<file path="src/rtl/spi_controller.sv">
// SPI mode-0 initiator: serialises one 16-bit {rw,addr,wdata} frame, MSB first.
// Ports: clk, nrst (sync, active-low); start/rw/addr/wdata command in;
//        busy, done status out; SCLK, nCS, MOSI serial link out (all registered).
module spi_controller #(
    parameter int unsigned CLK_DIV    = 4,
    parameter int unsigned CS_SETUP   = 2,
    parameter int unsigned CS_HOLD    = 4,
    parameter int unsigned GAP_CYCLES = 4
) (
    input  logic       clk,
    input  logic       nrst,
    input  logic       start,
    input  logic       rw,
    input  logic [6:0] addr,
    input  logic [7:0] wdata,
    output logic       busy,
    output logic       done,
    output logic       SCLK,
    output logic       nCS,
    output logic       MOSI
);

    typedef enum logic [2:0] {
        IDLE,
        SETUP,
        SHIFT,
        HOLD,
        GAP
    } state_t;

    localparam logic [7:0] DIV_LAST   = 8'(CLK_DIV - 1);
    localparam logic [7:0] SETUP_LAST = 8'(CS_SETUP - 1);
    localparam logic [7:0] HOLD_LAST  = 8'(CS_HOLD - 1);
    localparam logic [7:0] GAP_LAST   = 8'(GAP_CYCLES - 1);

    state_t      state_q, state_d;
    logic [15:0] sr_q, sr_d;
    logic [7:0]  div_q, div_d;
    logic [4:0]  bit_cnt_q, bit_cnt_d;
    logic [7:0]  cnt_q, cnt_d;
    logic        sclk_q, sclk_d;
    logic        ncs_q, ncs_d;
    logic        mosi_q, mosi_d;
    logic        busy_q, busy_d;
    logic        done_q, done_d;

    always_comb begin
        state_d   = state_q;
        sr_d      = sr_q;
        div_d     = div_q;
        bit_cnt_d = bit_cnt_q;
        cnt_d     = cnt_q;
        sclk_d    = sclk_q;
        ncs_d     = ncs_q;
        mosi_d    = mosi_q;
        busy_d    = busy_q;
        done_d    = 1'b0;
        unique case (state_q)
            IDLE: begin
                if (start) begin
                    state_d   = SETUP;
                    sr_d      = {rw, addr, wdata};
                    div_d     = '0;
                    bit_cnt_d = '0;
                    cnt_d     = '0;
                    sclk_d    = 1'b0;
                    ncs_d     = 1'b0;
                    mosi_d    = rw;
                    busy_d    = 1'b1;
                end
            end
            SETUP: begin
                if (cnt_q == SETUP_LAST) begin
                    state_d = SHIFT;
                    div_d   = '0;
                    cnt_d   = '0;
                end else begin
                    cnt_d = cnt_q + 8'd1;
                end
            end
            SHIFT: begin
                if (div_q == DIV_LAST) begin
                    div_d  = '0;
                    sclk_d = ~sclk_q;
                    // Falling edge: advance to the next bit.
                    if (sclk_q) begin
                        if (bit_cnt_q != 5'd16) begin
                            bit_cnt_d = bit_cnt_q + 5'd1;
                        end
                        if (bit_cnt_q == 5'd15) begin
                            // Last fall: keep bit 0 on MOSI through HOLD.
                            state_d = HOLD;
                            cnt_d   = '0;
                        end else begin
                            sr_d   = {sr_q[14:0], 1'b0};
                            mosi_d = sr_q[14];
                        end
                    end
                end else begin
                    div_d = div_q + 8'd1;
                end
            end
            HOLD: begin
                if (cnt_q == HOLD_LAST) begin
                    state_d = GAP;
                    cnt_d   = '0;
                    ncs_d   = 1'b1;
                    mosi_d  = 1'b0;
                end else begin
                    cnt_d = cnt_q + 8'd1;
                end
            end
            GAP: begin
                if (cnt_q == GAP_LAST) begin
                    state_d = IDLE;
                    cnt_d   = '0;
                    busy_d  = 1'b0;
                    done_d  = 1'b1;
                end else begin
                    cnt_d = cnt_q + 8'd1;
                end
            end
            default: begin
                state_d = IDLE;
            end
        endcase
    end

    always_ff @(posedge clk) begin
        if (!nrst) begin
            state_q   <= IDLE;
            sr_q      <= '0;
            div_q     <= '0;
            bit_cnt_q <= '0;
            cnt_q     <= '0;
            sclk_q    <= 1'b0;
            ncs_q     <= 1'b1;
            mosi_q    <= 1'b0;
            busy_q    <= 1'b0;
            done_q    <= 1'b0;
        end else begin
            state_q   <= state_d;
            sr_q      <= sr_d;
            div_q     <= div_d;
            bit_cnt_q <= bit_cnt_d;
            cnt_q     <= cnt_d;
            sclk_q    <= sclk_d;
            ncs_q     <= ncs_d;
            mosi_q    <= mosi_d;
            busy_q    <= busy_d;
            done_q    <= done_d;
        end
    end

    assign busy = busy_q;
    assign done = done_q;
    assign SCLK = sclk_q;
    assign nCS  = ncs_q;
    assign MOSI = mosi_q;

endmodule
</file>
<file path="config.mk">
export PLATFORM = sky130hd
export DESIGN_NAME = spi_controller
export DESIGN_NICKNAME = d
export VERILOG_FILES = /design/src/rtl/spi_controller.sv
export SDC_FILE = /design/constraint.sdc
export NUM_CORES = 1
export LEC_CHECK = 0
export ABC_CLOCK_PERIOD_IN_PS = 6000
export CORE_MARGIN = 4
export CORE_UTILIZATION = 60
export CTS_CLUSTER_DIAMETER = 60
export DETAILED_ROUTE_END_ITERATION = 10
export GPL_TIMING_DRIVEN = 1
export PLACE_DENSITY = 0.84
export SYNTH_ARGS = -nofsm -noshare
export SYNTH_HDL_FRONTEND = slang
export SYNTH_SLANG_ARGS = --single-unit
</file>
<file path="constraint.sdc">
create_clock -name clk -period 6 [get_ports clk]
set_clock_uncertainty 0.1 [all_clocks]
set_input_delay 0.9 -clock clk [delete_from_list [all_inputs] [get_ports clk]]
set_output_delay 0.9 -clock clk [all_outputs]
set_load 0.02 [all_outputs]
</file>
==> results of run 1 <==
layout make-up:
cell class | instances | share of cell area, %
tap | 48 | 2.26
sequential | 44 | 33.1
clock inverter | 2 | 1.32
multi-input combinational | 194 | 48.4
clock buffer | 6 | 2.73
timing repair buffer | 24 | 8.94
inverter | 23 | 3.25
per-stage QoR:
step,util (%),power (µW),cell area [µm²],hold WS [ns]
final,72.1,688,2660,0.350
after global routing,72.1,727,2660,0.367
after CTS,72.1,692,2660,0.351
after detailed placement,69.2,469,2550,0.338
after global placement,69.2,465,2550,0.339
after floorplan,-,428,2300,0.339
final timing paths:
| path | cells past startpoint | slack, ns | endpoint | start |
|---|---|---|---|---|
| max | 4 | 3.05 | div_q[3] | nrst |
| min | 2 | 0.35 | MOSI | MOSI |
| min reg2reg | 2 | 0.35 | MOSI | MOSI |
| max reg2reg | 3 | 3.27 | sr_q[13] | state_q[1] |
metal layers:
metal / part of all wire [%] / vias up / global-route usage [%]
met2: 48 / 53 / 34.6
met5: 0 / - / 0
met4: 1.0 / 0 / 6.38
met1: 46 / 948 / 28.2
li1: - / 1035 / -
met3: 5.1 / 6 / 4.75
cells by family after synthesis:
| family | count (synthesis) | synth area share, % |
|---|---|---|
| simple gates | 89 | 22.4 |
| compound gates | 84 | 24.2 |
| flops | 44 | 38.3 |
| buf+inv | 34 | 5.61 |
| xor+xnor | 10 | 3.81 |
| fa+ha+maj | 6 | 3.27 |
| mux | 5 | 2.29 |
state kept, by name, indices dropped and copies added (netlist names):
signal / flops
MOSI: 1
SCLK: 1
bit_cnt_q: 5
busy: 1
cnt_q: 8
div_q: 8
done: 1
nCS: 1
sr_q: 15
state_q: 3
worst reg2reg max path, delay by kind of cell (launching register included):
family	cells	cell delay (ns)
flip-flops	1	0.58
AO/OA/AOI/OAI	2	1.18
AND/OR/NAND/NOR	1	0.71
synth_stat cells (2+ instances only):
library cell / count
a21oi_1: 27
a221oi_1: 14
and2_1: 2
and3_1: 4
and3_2: 2
and4_2: 2
clkbuf_1: 9
dfxtp_1: 44
ha_1: 6
inv_1: 23
mux2_2: 2
mux2i_1: 3
nand2_1: 12
nand2b_1: 4
nand3_1: 7
nand4_1: 5
nor2_1: 27
nor3_1: 5
nor4_1: 2
o2111ai_1: 3
o21a_1: 4
o21ai_0: 22
o31ai_1: 2
o32ai_1: 2
or2_2: 2
or3_1: 3
xor2_1: 10
power groups by stage:
stage | sequential (µW) | combinational, µW | clock, µW
after detailed placement | 340 | 129 | 0
after global placement | 340 | 126 | 0
after CTS | 334 | 130 | 228
after floorplan | 335 | 92.5 | 0
after global routing | 338 | 147 | 243
final | 334 | 131 | 224
==> results.md, run 1 <==
* Top_reg_cell synth: dfxtp_1
* Number of global-route vias before repair at 1930
* Per-cell routed wire length at 14.7 µm
* Dpl ws at 2.76 ns
* Slowest stage delay, CP at 1.01 ns
* Area of the multi-input gates at 1290 µm²
* Largest net degree at the start of global routing at 25
* Area Overhead vs Synth at 15.8%
* Number of synthesized flops with an enable pin at 0
* CTS Buf Count at 5
* CP Class: input port to flop
* Critical Path AT at 3.09 ns
* Num ports at 24
* # port buffers at 23
* Later-pin clock latency in the skew report at 0.30 ns
* Max Cap Viol at 0
* Register Area at 881 µm²
* CTS clock-pin slew for the worst setup and hold paths at 0.08 ns
* Htree depth at 2
* TritonCTS clock tree: built
* Crit Path Max Fanout at 24
* Worst Path Required at 6.13 ns
* Clock power frac at 32.5%
* Global Route Usage Sum at 21.3%
* PwrDens at 259 nW/µm²
* Via density at 5.99
* Slew HR at 26.6%
* Mapped Cells at 272
* Syn_area_per_cell at 8.45 µm²
* Slowest CP cell: clkdlybuf4s50_1
* Initial Util at 62.3%
* Post-Syn Nets at 297
* Outcome: finished, final reports clean
* Most common cell after layout, fill and taps aside: dfxtp_1
* Placer congestion estimate at 0.916
* Fmax at 339 MHz
* NetSw at 195 µW
* Area leader, netlist: dfxtp_1
* Main area contributors after synthesis: dfxtp_1 (38%), a21oi_1 (5.9%), a221oi_1 (5.3%), o21ai_0 (4.8%), nor2_1 (4.4%)
* N_diodes at 0
* Synth top area share at 38.3%
* Slew of the pin with the lowest slew margin at 1.09 ns
* Combinational share of power at 19.0%
* Peak supply drop at 0.000167 V
* Critical path launch point type: input port
* Bufs on Longest Clock Path at 2
* Resized Gates After CTS at 0
* Reg power frac at 48.5%
* 1st-iter DRT viols at 204
* Clock Sinks at 44
* Cell-internal power at 493 µW
* Drt total wl at 5030 µm
* CP bufs+invs at 2
* Die H at 69.9 µm
* Filler cell count at 303
* CP top delay family: buffers and inverters
* Detailed placer's ending HPWL at 3410 µm
* Commonest non-fill, non-tap cells in the layout: dfxtp_1 (44), nor2_1 (27), a21oi_1 (27)
* Static Leak at 0.000962 µW
* Register bit total from synthesis at 44
* Netlist Area Pre-Place at 2300 µm²
* # hold bufs at CTS at 0
* Placed insts at 333
* Sequential fraction of the synthesis area at 38.3%
* RSZ-0062 raised after global routing: no
* DR vias at 2042
* # rows at 22
* Slew Limit Fails at 0
* Share of layout cells above drive strength 1 at 8.87%
* Core region area at 3690 µm²
* Post-DRT Antenna Nets at 0
* Setup Buffers After CTS at 0
* Tcrit/Tclk final at 49.2%
* Total congestion overflow at 0
* Cell variety after synth at 51
* Post-route worst setup slack at 3.05 ns
* Sw frac at 28.4%
* Die area at 4880 µm²
* Die W at 69.9 µm
* Syn. warnings at 0
* Initial antenna violation count at 0
* CP Capture Type: flop
* Ys async rst share at 0%
* Remaining DRCs at 0
* 1st-pass router iterations at 4
* First-pass GRT wire length at 8640 µm
* Root Buffer: clkbuf_8
* Crit path cell chain: clkdlybuf4s50_1, inv_1, or4_1, o21ai_0
* Tmin final at 2.95 ns
* Hold Crit Class: flop to flop
* Setup-failing EPs final at 0
* Final net count at 317
* Fin. Hold Viols at 0
* Setup tns final at 0 ns
* Non-filler cells, final at 341
(Power assumes the default switching activity.)
==> inputs of run 2 (changes only) <==
==> config.mk (replaced) <==
export PLATFORM = sky130hd
export DESIGN_NAME = spi_controller
export DESIGN_NICKNAME = d
export VERILOG_FILES = /design/src/rtl/spi_controller.sv
export SDC_FILE = /design/constraint.sdc
export NUM_CORES = 1
export LEC_CHECK = 0
export ABC_CLOCK_PERIOD_IN_PS = 2400
export CORE_MARGIN = 4
export CORE_UTILIZATION = 51
export CTS_CLUSTER_DIAMETER = 60
export DETAILED_ROUTE_END_ITERATION = 10
export GPL_TIMING_DRIVEN = 1
export PLACE_DENSITY = 0.76
export SYNTH_ARGS = -nofsm -noshare
export SYNTH_HDL_FRONTEND = slang
export SYNTH_SLANG_ARGS = --single-unit
==> constraint.sdc (replaced) <==
create_clock -name clk -period 2.4 [get_ports clk]
set_clock_uncertainty 0.1 [all_clocks]
set_input_delay 0.36 -clock clk [delete_from_list [all_inputs] [get_ports clk]]
set_output_delay 0.36 -clock clk [all_outputs]
set_load 0.02 [all_outputs]
==> results.md, run 2 (synthesis results as in run 1) <==
* Outcome: finished, final reports clean
* Critical path launch point type: flop
* Critical Path AT at 2.26 ns (-0.83 ns)
* Tcrit/Tclk final at 90.2%
* Crit Path Max Fanout at 7 (-71%)
* Share of layout cells above drive strength 1 at 12.8% (+3.9 points)
* Die H at 75.1 µm (+7.5%)
* Detailed placer's ending HPWL at 3660 µm (+7.5%)
* R2r endpoint: cnt_q[0]
* Number of global-route vias before repair at 1897 (-1.7%)
* Commonest non-fill, non-tap cells in the layout: dfxtp_1 (44), nor2_1 (27), a21oi_1 (27)
* PwrDens at 643 nW/µm² (+150%)
* Worst reg-to-reg path cell count at 5 (+2)
* GR Layer Usage met2 at 31.9% (-2.7 points)
* Root Buffer: clkbuf_8
* Bufs on Longest Clock Path at 2 (unchanged)
* Num ports at 24 (unchanged)
* Slew HR at 67.9% (+41 points)
* # hold bufs at CTS at 0 (unchanged)
* Area of the multi-input gates at 1290 µm² (unchanged)
* Register Area at 881 µm² (unchanged)
* Initial Util at 52.8% (-9.5 points)
* Die area at 5640 µm² (+16%)
* Clock Sinks at 44 (unchanged)
* Htree depth at 2 (unchanged)
* Fmax at 462 MHz
* 1st-pass router iterations at 4 (unchanged)
* Setup-failing EPs final at 0 (unchanged)
* Final net count at 329 (+3.8%)
* Max reg flops at 15 (unchanged)
* Hold EP: MOSI
* Max Cap Viol at 0 (unchanged)
* Remaining DRCs at 0 (unchanged)
* Largest Register: sr_q
* Most common cell after layout, fill and taps aside: dfxtp_1
* Setup Buffers After CTS at 0 (unchanged)
* Slew of the pin with the lowest slew margin at 0.477 ns (-0.617 ns)
* Later-pin clock latency in the skew report at 0.29 ns (about the same)
* Per-cell routed wire length at 14.0 µm (-5.1%)
* Placer congestion estimate at 0.823 (-10%)
* Met1 Use GR at 23.6% (-4.6 points)
* Post-route worst setup slack at 0.235 ns (-2.81 ns)
* Filler cell count at 375 (+24%)
* Worst Path Required at 2.49 ns (-3.64 ns)
* Reg2reg start: cnt_q[2]
* HP Start: MOSI
* Static Leak at 0.00103 µW (+6.8%)
* # port buffers at 23 (unchanged)
* Global Route Usage Sum at 19.0% (-2.3 points)
* Resized Gates After CTS at 0 (unchanged)
* # rows at 24 (+9.1%)
* Tmin final at 2.17 ns
* CP Capture Type: flop
* RSZ-0062 raised after global routing: no
* Slew Limit Fails at 0 (unchanged)
* CTS Buf Count at 5 (unchanged)
* CTS clock-pin slew for the worst setup and hold paths at 0.09 ns (about the same)
* Setup tns final at 0 ns (unchanged)
* Worst Hold Path Cells at 2 (unchanged)
* Area Overhead vs Synth at 20.5%
* CP Class: flop to flop
* DR vias at 2080 (+1.9%)
* Beginning of the critical path: cnt_q[2]
* Largest registers: sr_q (15), cnt_q (8), div_q (8)
* Fin. Hold Viols at 0 (unchanged)
* Die W at 75.1 µm (+7.5%)
* Core region area at 4350 µm² (+18%)
* Total congestion overflow at 0 (unchanged)
* Initial antenna violation count at 0 (unchanged)
* GR Util met3 at 4.81% (+0.058 points)
* Worst R2R Setup Slack at 0.23 ns (-3.04 ns)
* TritonCTS clock tree: built
* Drt total wl at 4990 µm (-0.66%)
* First-pass GRT wire length at 8370 µm (-3.1%)
* Largest net degree at the start of global routing at 24 (-4.0%)
* Most crowded layer after global routing: met2
* N_diodes at 0 (unchanged)
* Via density at 5.83 (-2.7%)
* Peak supply drop at 0.000378 V (+130%)
* Hold Crit Class: flop to flop
* 1st-iter DRT viols at 134 (-34%)
* Dpl ws at 0.258 ns (-2.50 ns)
* Post-DRT Antenna Nets at 0 (unchanged)
==> run 2: per-layer routing <==
metal,wire [µm],part of all wire (%)
met1,2280,46
met2,2400,48
met3,197,3.9
met4,114,2.3
met5,0,0
==> run 2: worst max-delay path by stage <==
stage	end	slack, ns	cells past startpoint
after detailed placement	cnt_q[7]	0.26	5
final	cnt_q[0]	0.23	5
after floorplan	cnt_q[0]	0.24	6
after global placement	cnt_q[6]	0.28	7
after CTS	cnt_q[0]	0.24	5
after global routing	cnt_q[2]	0.10	7
==> run 2: worst max-delay path: stages, from the launching register on <==
cell	delay [ns]
dfxtp_1	0.36
or4_4	0.57
or4b_4	0.58
o2bb2ai_2	0.16
o21ai_4	0.22
nor2_1	0.07
==> run 2: where the power goes <==
part / switching, µW / internal (µW)
Sequential: 35.2 / 784
Clock: 253 / 340
Combinational: 203 / 165
==> run 2: metrics by stage <==
stage	total power [µW]	utilization (%)	hold slack [ns]	cells	cell area, µm²
4_1_cts	1790	63.6	0.355	357	2770
6_report	1780	63.6	0.358	357	2770
3_3_place_gp	1200	60.8	0.339	349	2650
2_1_floorplan	1070	-	0.339	272	2300
3_5_place_dp	1210	60.8	0.337	349	2650
5_1_grt	1880	63.6	0.383	357	2770
==> run 2: final cells by class <==
| cell class | count | share of cell area (%) |
|---|---|---|
| clock buffers | 6 | 2.98 |
| clock inverters | 2 | 1.40 |
| inverters | 23 | 3.12 |
| multi-input cells | 194 | 46.5 |
| flip-flops and latches | 44 | 31.8 |
| well taps | 52 | 2.35 |
| repair buffers | 36 | 11.8 |
==> inputs of run 3 (changes only) <==
--- a/config.mk
+++ b/config.mk
@@ -5,7 +5,7 @@
 export SDC_FILE = /design/constraint.sdc
 export NUM_CORES = 1
 export LEC_CHECK = 0
-export ABC_CLOCK_PERIOD_IN_PS = 2400
+export ABC_CLOCK_PERIOD_IN_PS = 1900
 export CORE_MARGIN = 4
 export CORE_UTILIZATION = 51
 export CTS_CLUSTER_DIAMETER = 60
==> constraint.sdc (replaced) <==
create_clock -name clk -period 1.9 [get_ports clk]
set_clock_uncertainty 0.1 [all_clocks]
set_input_delay 0.285 -clock clk [delete_from_list [all_inputs] [get_ports clk]]
set_output_delay 0.285 -clock clk [all_outputs]
set_load 0.02 [all_outputs]
==> results.md, run 3 (synthesis results as in run 1) <==
* Most crowded layer after global routing: met2
* Initial Util at 52.8% (unchanged)
* Met1 Use GR at 27.5% (+3.8 points)
* Most common cell after layout, fill and taps aside: buf_4
* Critical path launch point type: flop
* 1st-iter DRT viols at 182 (+36%)
* Area Overhead vs Synth at 49.6%
* Peak supply drop at 0.000668 V (+77%)
* Reg power frac at 41.6% (-4.4 points)
* Hold_ws at 0.374 ns (+0.0168 ns)
* Die area at 5640 µm² (unchanged)
* Slew of the pin with the lowest slew margin at 0.460 ns (-0.0175 ns)
* Outcome: finished with violations
* Register Area at 888 µm² (+0.85%)
* Remaining DRCs at 0 (unchanged)
* Via density at 6.14 (+5.4%)
* Tmin final at 2.19 ns (+0.0225 ns)
* Max reg flops at 15 (unchanged)
* Per-cell routed wire length at 18.3 µm (+31%)
* Final net count at 370 (+12%)
* Initial antenna violation count at 0 (unchanged)
* # port buffers at 23 (unchanged)
* GR Util met3 at 4.14% (-0.67 points)
* Htree depth at 2 (unchanged)
* Detailed placer's ending HPWL at 4030 µm (+10%)
* Critical Path AT at 2.29 ns (+0.03 ns)
* Share of layout cells above drive strength 1 at 37.9% (+25 points)
* Violated checks: setup timing
* Num ports at 24 (unchanged)
* TritonCTS clock tree: built
* Hold Crit Class: flop to flop
* Post-layout util at 78.9% (+15 points)
* Total Power at 2510 µW (+41%)
* First-pass GRT wire length at 9960 µm (+19%)
* Die H at 75.1 µm (unchanged)
* Max Cap Viol at 0 (unchanged)
* Largest registers: sr_q (15), cnt_q (8), div_q (8)
* Filler cell count at 266 (-29%)
* Area of the multi-input gates at 1610 µm² (+25%)
* Combinational share of power at 28.2% (+7.5 points)
* Slew HR at 69.3% (+1.4 points)
* N_diodes at 0 (unchanged)
* Root Buffer: clkbuf_8
* Drt total wl at 7300 µm (+46%)
* Global Route Usage Sum at 22.6% (+3.6 points)
* Total congestion overflow at 0 (unchanged)
* Largest net degree at the start of global routing at 18 (-25%)
* Number of global-route vias before repair at 2245 (+18%)
* 1st-pass router iterations at 4 (unchanged)
* RSZ-0062 raised after global routing: yes
* Setup-failing EPs final at 22 (+22)
* Worst Path Required at 2.00 ns (-0.49 ns)
* NetSw at 802 µW (+63%)
* Non-filler cells, final at 398 (+11%)
* CTS Buf Count at 5 (unchanged)
* Bufs on Longest Clock Path at 2 (unchanged)
* DR vias at 2444 (+18%)
* Clock power frac at 30.2% (-3.1 points)
* Static Leak at 0.00130 µW (+26%)
* Largest Register: sr_q
* Slew Limit Fails at 0 (unchanged)
* Placer congestion estimate at 0.849 (+3.3%)
* CP Class: flop to flop
* Sw frac at 32.0% (+4.4 points)
* # rows at 24 (unchanged)
* Later-pin clock latency in the skew report at 0.31 ns (+0.02 ns)
* CTS clock-pin slew for the worst setup and hold paths at 0.09 ns (about the same)
* Commonest non-fill, non-tap cells in the layout: buf_4 (48), dfxtp_1 (38), nor2_1 (25)
* Die W at 75.1 µm (unchanged)
* Fin. Hold Viols at 0 (unchanged)
* Fmax at 457 MHz (-1.0%)
* PwrDens at 730 nW/µm² (+14%)
* Slowest CP cell: or4_4
* Post-DRT Antenna Nets at 0 (unchanged)
* Core region area at 4350 µm² (unchanged)
* Crit path cell chain: or4_4, or4b_4, o2bb2ai_4, o21ai_4, nor2_1
* GR Layer Usage met2 at 39.5% (+7.5 points)
* Clock Sinks at 44 (unchanged)
* Dpl ws at -0.310 ns (-0.567 ns)
* Post-route worst setup slack at -0.288 ns (-0.523 ns)
* Cell-internal power at 1710 µW (+32%)
* Tcrit/Tclk final at 115% (+25 points)
* CP Capture Type: flop
* Placed insts at 383 (+9.7%)
* Crit Path Max Fanout at 7 (unchanged)
* Slowest stage delay, CP at 0.56 ns (-0.02 ns)
==> run 3: changes by cell type in the layout (fill, tap and decap cells not counted), sizes merged <==
cell / before / now
clkbuf: 6 / 5
clkinvlp: 0 / 1
inv: 23 / 24
buf: 13 / 54
clkinv: 1 / 0
==> run 3: final timing paths <==
kind,from,endpoint,slack (ns),cells past startpoint
min reg2reg,sr_q[1],sr_q[1],0.37,2
min,sr_q[1],sr_q[1],0.37,2
max,cnt_q[7],cnt_q[6],-0.29,5
max reg2reg,cnt_q[7],cnt_q[6],-0.29,5
==> run 3: through the flow <==
step	instance area, µm²	setup TNS (ns)
3_3_place_gp	2950	-6.30
4_1_cts	3170	-2.44
3_5_place_dp	2950	-6.97
5_1_grt	3440	-4.53
2_1_floorplan	2330	-1.14
6_report	3440	-3.38
==> run 3: layout make-up <==
class	count	area share, %
multi-input cells	194	46.7
clock buffers	5	2.00
inverters	23	2.51
repair buffers	77	19.7
well taps	52	1.89
flip-flops and latches	44	25.9
clock inverters	3	1.35
==> run 3: power by group through the flow <==
stage                     clock, µW  combinational [µW]  sequential, µW
after detailed placement          0                 539            1050
after global placement            0                 527            1050
final                           757                 708            1040
after global routing            789                 758            1050
after floorplan                   0                 297            1060
after CTS                       752                 571            1030
==> run 3: critical path, delay by kind of cell, from the launching register on <==
family,cells,cell delay [ns]
simple gates,3,1.22
flops,1,0.33
compound gates,2,0.42
==> run 3: what timing repair did <==
item                       in CTS  in global routing
pin swaps                       4                 14
gates resized for setup        15                 51
hold buffers                    0                  0
setup endpoints to repair      38                 43
buffers inserted                4                  3
==> run 3: metal layers <==
metal,up-vias,part of all wire [%]
met5,-,0
met3,28,5.1
met2,92,52
met4,0,3.3
met1,1184,39
li1,1140,-
==> RTL edit 1: new RTL, settings of run 2 <==
The output `done` loses its register stage (`done_q` becomes a continuous assignment).
--- a/src/rtl/spi_controller.sv
+++ b/src/rtl/spi_controller.sv
@@ -137,7 +137,6 @@
             ncs_q     <= 1'b1;
             mosi_q    <= 1'b0;
             busy_q    <= 1'b0;
-            done_q    <= 1'b0;
         end else begin
             state_q   <= state_d;
             sr_q      <= sr_d;
@@ -148,9 +147,10 @@
             ncs_q     <= ncs_d;
             mosi_q    <= mosi_d;
             busy_q    <= busy_d;
-            done_q    <= done_d;
         end
     end
+
+    assign done_q = done_d;
 
     assign busy = busy_q;
     assign done = done_q;
Function: same outputs for any inputs over 10 cycles, from zero or initial values and one cycle with nrst low; that may be too few to reach the edited logic, so the function may still have changed.
==> RTL edit 1 against run 2 <==
Setup slack worse by 0.11 ns. Design area is 1.3% higher. Area after synthesis grew 3.9%. Sequential cell count fell by 1. Routed wire length rose by 0.84%. Register-to-register slack better by 0.05 ns. Critical path depth shrank 2. Sequential share of layout area decreased by 1.1 points.
Power is not compared: it rests on default switching activity, and its combinational part moved more than twofold at a synthesized area within 25%.
==> RTL edit 1: results (changes against run 2) <==
synth:
  syn_nets: 312  # +5.1%
  yosys.area_share.xor_xnor: 0.00734  # -0.0308
  post_synth_fa_ha_maj_area_fraction: 0.0314  # -0.00123
  yosys-top-cells-area: "dfxtp_1 (36%), nand2_1 (7.7%), a311oi_1 (6.6%), nor2_1 (5.3%), ha_1 (3.1%)"
  yosys_warnings: 0  # unchanged
  ys_seq_area_frac: 0.361  # -0.0229
  synthArstFlopShare: 0  # unchanged
  synth_cell_types: 57  # +12%
  synth_compound_area_frac: 0.226  # -0.0165
  synth_mux_area_frac: 0.0131  # -0.00977
  netlist_top_cells_count: "nand2_1 (49), dfxtp_1 (43), nor2_1 (34)"
finish:
  buf_share: 0.124  # +0.00521
  clockNetworkAreaShare: 0.0402  # -0.00367
  buffers: 37  # +2.8%
  drive_gt1_frac: 0.137  # +0.00864
  seq_cell_count: 43  # -2.3%
  seq_share: 0.307  # -0.0111
  multi_input_gates: 221  # +14%
  inv_count: 6  # -74%
  num-nets-final: 339  # +3.0%
  fillers: 393  # +4.8%
  multi_input_area_share: 0.498  # +0.0330
placed_design:
  globalplace.congestion: 0.808  # -1.8%
  place_hpwl_mm: 3.55  # -3.1%
run_status:
  status: "completed"
drt:
  num_vias: 2148  # +3.3%
  drtIter0Drc: 165  # +23%
  met1_length_mm: 2.41  # +5.5%
  wl_met2_mm: 2.30  # -4.3%
  first_pass_iters: 4  # unchanged
  wl_mm: 5.03  # +0.84%
  met3_length_microns: 270  # +37%
global_route:
  met3_usage: 0.0414  # -0.00669
  grt_use_met2: 0.293  # -0.0257
  grt_max_degree: 29  # +21%
  track_usage: 0.177  # -0.0127
  met1_usage: 0.232  # -0.00423
  grt_first_pass_wirelength_mm: 8.78  # +4.9%
  grt_pass1_vias: 1963  # +3.5%
power_and_ir_drop:
  combinationalPower_uw: 895
  ir_worst_vdd_v: 0.000512
  power.switching_uw: 835
timing:
  worstMarginPinSlew_ns: 0.489  # +0.0122 ns
worst_setup_path:
  arrival_ns: 1.81  # -0.45 ns
  endpoint: "done"
  crit_slowest_cell: "or4_4"
  critPathMaxStageDelay_ns: 0.61  # +0.03 ns
  rr_worst_depth: 5  # unchanged
  r2r-end: "state_q[0]"
  reg2reg_slack_ns: 0.28  # +0.05 ns
  crit_type: "reg -> out"
clock_network:
  htree_levels: 2  # unchanged
  cts-resized-gates: 1  # +1
  numCtsBuffers: 5  # unchanged
  clock_latency_ns: 0.30
floorplan:
  core_sq_um: 4440  # +2.1%
-- RTL edit 1: cell types whose count changed after synthesis, moves of 7 or more --
cell,before,now
a31oi_1,0,9
nor2_1,27,34
o21ai_0,22,11
a311oi_1,1,18
inv_1,23,6
nand3_1,7,15
nand2_1,12,49
xor2_1,10,0
a21oi_1,27,12
a221oi_1,14,0
-- RTL edit 1: through the flow --
stage	setup slack [ns]	hold WS, ns	cell area [sq um]	cells
CTS	0.125	0.385	2800	367
floorplan	0.335	0.345	2390	287
global route	0.0385	0.405	2800	367
detailed placement	0.160	0.369	2690	359
finish	0.127	0.386	2800	367
global placement	0.173	0.363	2690	359
-- RTL edit 1: worst min-delay path by stage --
stage	startpoint	end	slack, ns
finish	sr_q[5]	sr_q[6]	0.39
global route	sr_q[6]	sr_q[7]	0.41
CTS	sr_q[5]	sr_q[6]	0.39
detailed placement	sr_q[13]	sr_q[14]	0.37
global placement	sr_q[5]	sr_q[6]	0.36
floorplan	div_q[5]	div_q[5]	0.34
==> RTL edit 2: new RTL, settings of run 2 <==
Without the edit above. `sr_q` no longer has a reset.
--- a/src/rtl/spi_controller.sv
+++ b/src/rtl/spi_controller.sv
@@ -129,7 +129,6 @@
     always_ff @(posedge clk) begin
         if (!nrst) begin
             state_q   <= IDLE;
-            sr_q      <= '0;
             div_q     <= '0;
             bit_cnt_q <= '0;
             cnt_q     <= '0;
@@ -140,7 +139,6 @@
             done_q    <= 1'b0;
         end else begin
             state_q   <= state_d;
-            sr_q      <= sr_d;
             div_q     <= div_d;
             bit_cnt_q <= bit_cnt_d;
             cnt_q     <= cnt_d;
@@ -152,6 +150,10 @@
         end
     end
 
+    always_ff @(posedge clk) begin
+        sr_q <= sr_d;
+    end
+
     assign busy = busy_q;
     assign done = done_q;
     assign SCLK = sclk_q;
Behaviour: same outputs for any inputs over 10 cycles, from zero or initial values and one cycle with nrst low; that may be too few to reach the edited logic, so the function may still have changed.
==> RTL edit 2 against run 2 <==
Area after synthesis is 0.44% higher. Total power is 7.4% lower. Sequential cell count stayed put. Synthesized cell count is 12% lower. Sequential share of layout area is 5.9 points higher. Design area is 1.4% lower. Routed wire length is 6.0% lower. Setup slack worse by 0.11 ns. Combinational power is 32% lower. Highest routed layer unchanged.
==> RTL edit 2: results (changes against run 2) <==
synth:
  synth.avg_cell_area_sq_um: 9.65  # +14%
  synth_edf_count: 15  # +15
  syn_nets: 264  # -11%
  ys_seq_area_frac: 0.447  # +0.0634
  netlist_top_cells_count: "dfxtp_1 (29), nor2_1 (27), a21oi_1 (21)"
  synth_cell_types: 53  # +3.9%
  yosys-top-cells-area: "dfxtp_1 (25%), edfxtp_1 (20%), mux2_2 (6.8%), a21oi_1 (4.6%), nor2_1 (4.4%)"
hold_path:
  hold_path_startpoint: "nCS"
  worstHoldPathType: "reg -> reg"
finish:
  n_antenna_cell: 0  # unchanged
  fillers: 348  # -7.2%
  drive_gt1_frac: 0.162  # +0.0339
  register_area_sq_um: 1030  # +17%
  num-nets-final: 296  # -10%
clock_network:
  numCtsBuffers: 5  # unchanged
  ctsRootBufferMaster: "clkbuf_8"
  clock_latency_ns: 0.30
  clk_pin_slew_worst_paths_ns: 0.08
  cts-resized-gates: 0  # unchanged
drt:
  vias_per_cell: 5.87  # +0.76%
  routedWlPerCell_microns: 14.5  # +3.6%
  wl_mm: 4.69  # -6.0%
  drtIter0Drc: 221  # +65%
timing:
  hold_ws_ns: 0.380  # +0.0229 ns
  post-route-period-util: 0.948  # +0.0454
  finalHoldViolCount: 0  # unchanged
  worstMarginPinSlew_ns: 0.637  # +0.160 ns
global_route:
  grt_pass1_vias: 1782  # -6.1%
  grt_max_degree: 17  # -29%
  grt_first_pass_wirelength_mm: 8.01  # -4.3%
  track_usage: 0.184  # -0.00613
worst_setup_path:
  arrival_ns: 2.41  # +0.15 ns
  path_max_fanout: 6  # -1
  reg2reg_slack_ns: 0.13  # -0.11 ns
  cp-startpoint: "div_q[0]"
power_and_ir_drop:
  p_leak_uw: 0.000992  # -3.5%
  ir_worst_vdd_v: 0.000327  # -13%
  switching_share: 0.243  # -0.0326
placed_design:
  place_hpwl_mm: 3.31  # -9.6%
  globalplace.congestion: 0.827  # +0.50%
  dp_cells: 316  # -9.5%
  post_dp_cell_area_sq_um: 2620  # -0.90%
  dp_slack_ns: 0.164  # -0.0934 ns
run_status:
  status: "completed"
==> RTL edit 2: worst max-delay path: stages, from the launching register on <==
cell,delay (ns)
dfxtp_1,0.38
ha_1,0.23
or4b_4,0.51
o41ai_4,0.54
and2_4,0.23
a41oi_1,0.11
nor2_1,0.11
==> RTL edit 2: final timing paths <==
path	endpoint	cells after the start
setup / recovery	bit_cnt_q[1]	6
hold / removal	nCS	2
setup reg to reg	bit_cnt_q[1]	6
hold reg to reg	nCS	2
==> RTL edit 2: cells by family after synthesis <==
| group | count (synthesis) | synth area share |
|---|---|---|
| xor gates and xnor gates | 2 | 0.00759 |
| AOI/OAI and AO/OA | 63 | 0.174 |
| DFF | 44 | 0.447 |
| and+or+nand+nor | 95 | 0.227 |
| buffers and inverters | 14 | 0.0401 |
| adders and majority gates | 6 | 0.0325 |
| muxes | 15 | 0.0727 |
==> RTL edit 2: power groups by stage <==
stage / clock network [uW] / registers (uW) / logic (uW)
final: 561 / 839 / 250
after global routing: 603 / 845 / 276
after CTS: 574 / 839 / 250
after detailed placement: 0 / 856 / 248
after global placement: 0 / 856 / 245
after floorplan: 0 / 856 / 156
==> RTL edit 2: layout make-up <==
type / count / area share
Multi-Input combinational cell: 181 / 0.433
Clock buffer: 6 / 0.0266
Timing Repair Buffer: 34 / 0.119
Sequential cell: 44 / 0.377
Tap cell: 52 / 0.0238
Clock inverter: 2 / 0.0128
Inverter: 5 / 0.00687
==> RTL edit 2: metal layers <==
layer,vias up,track usage,share of wire
met5,-,0,0
met3,5,0.0481,0.060
met1,885,0.231,0.45
met4,0,0.0680,0.011
li1,955,-,-
met2,57,0.305,0.48
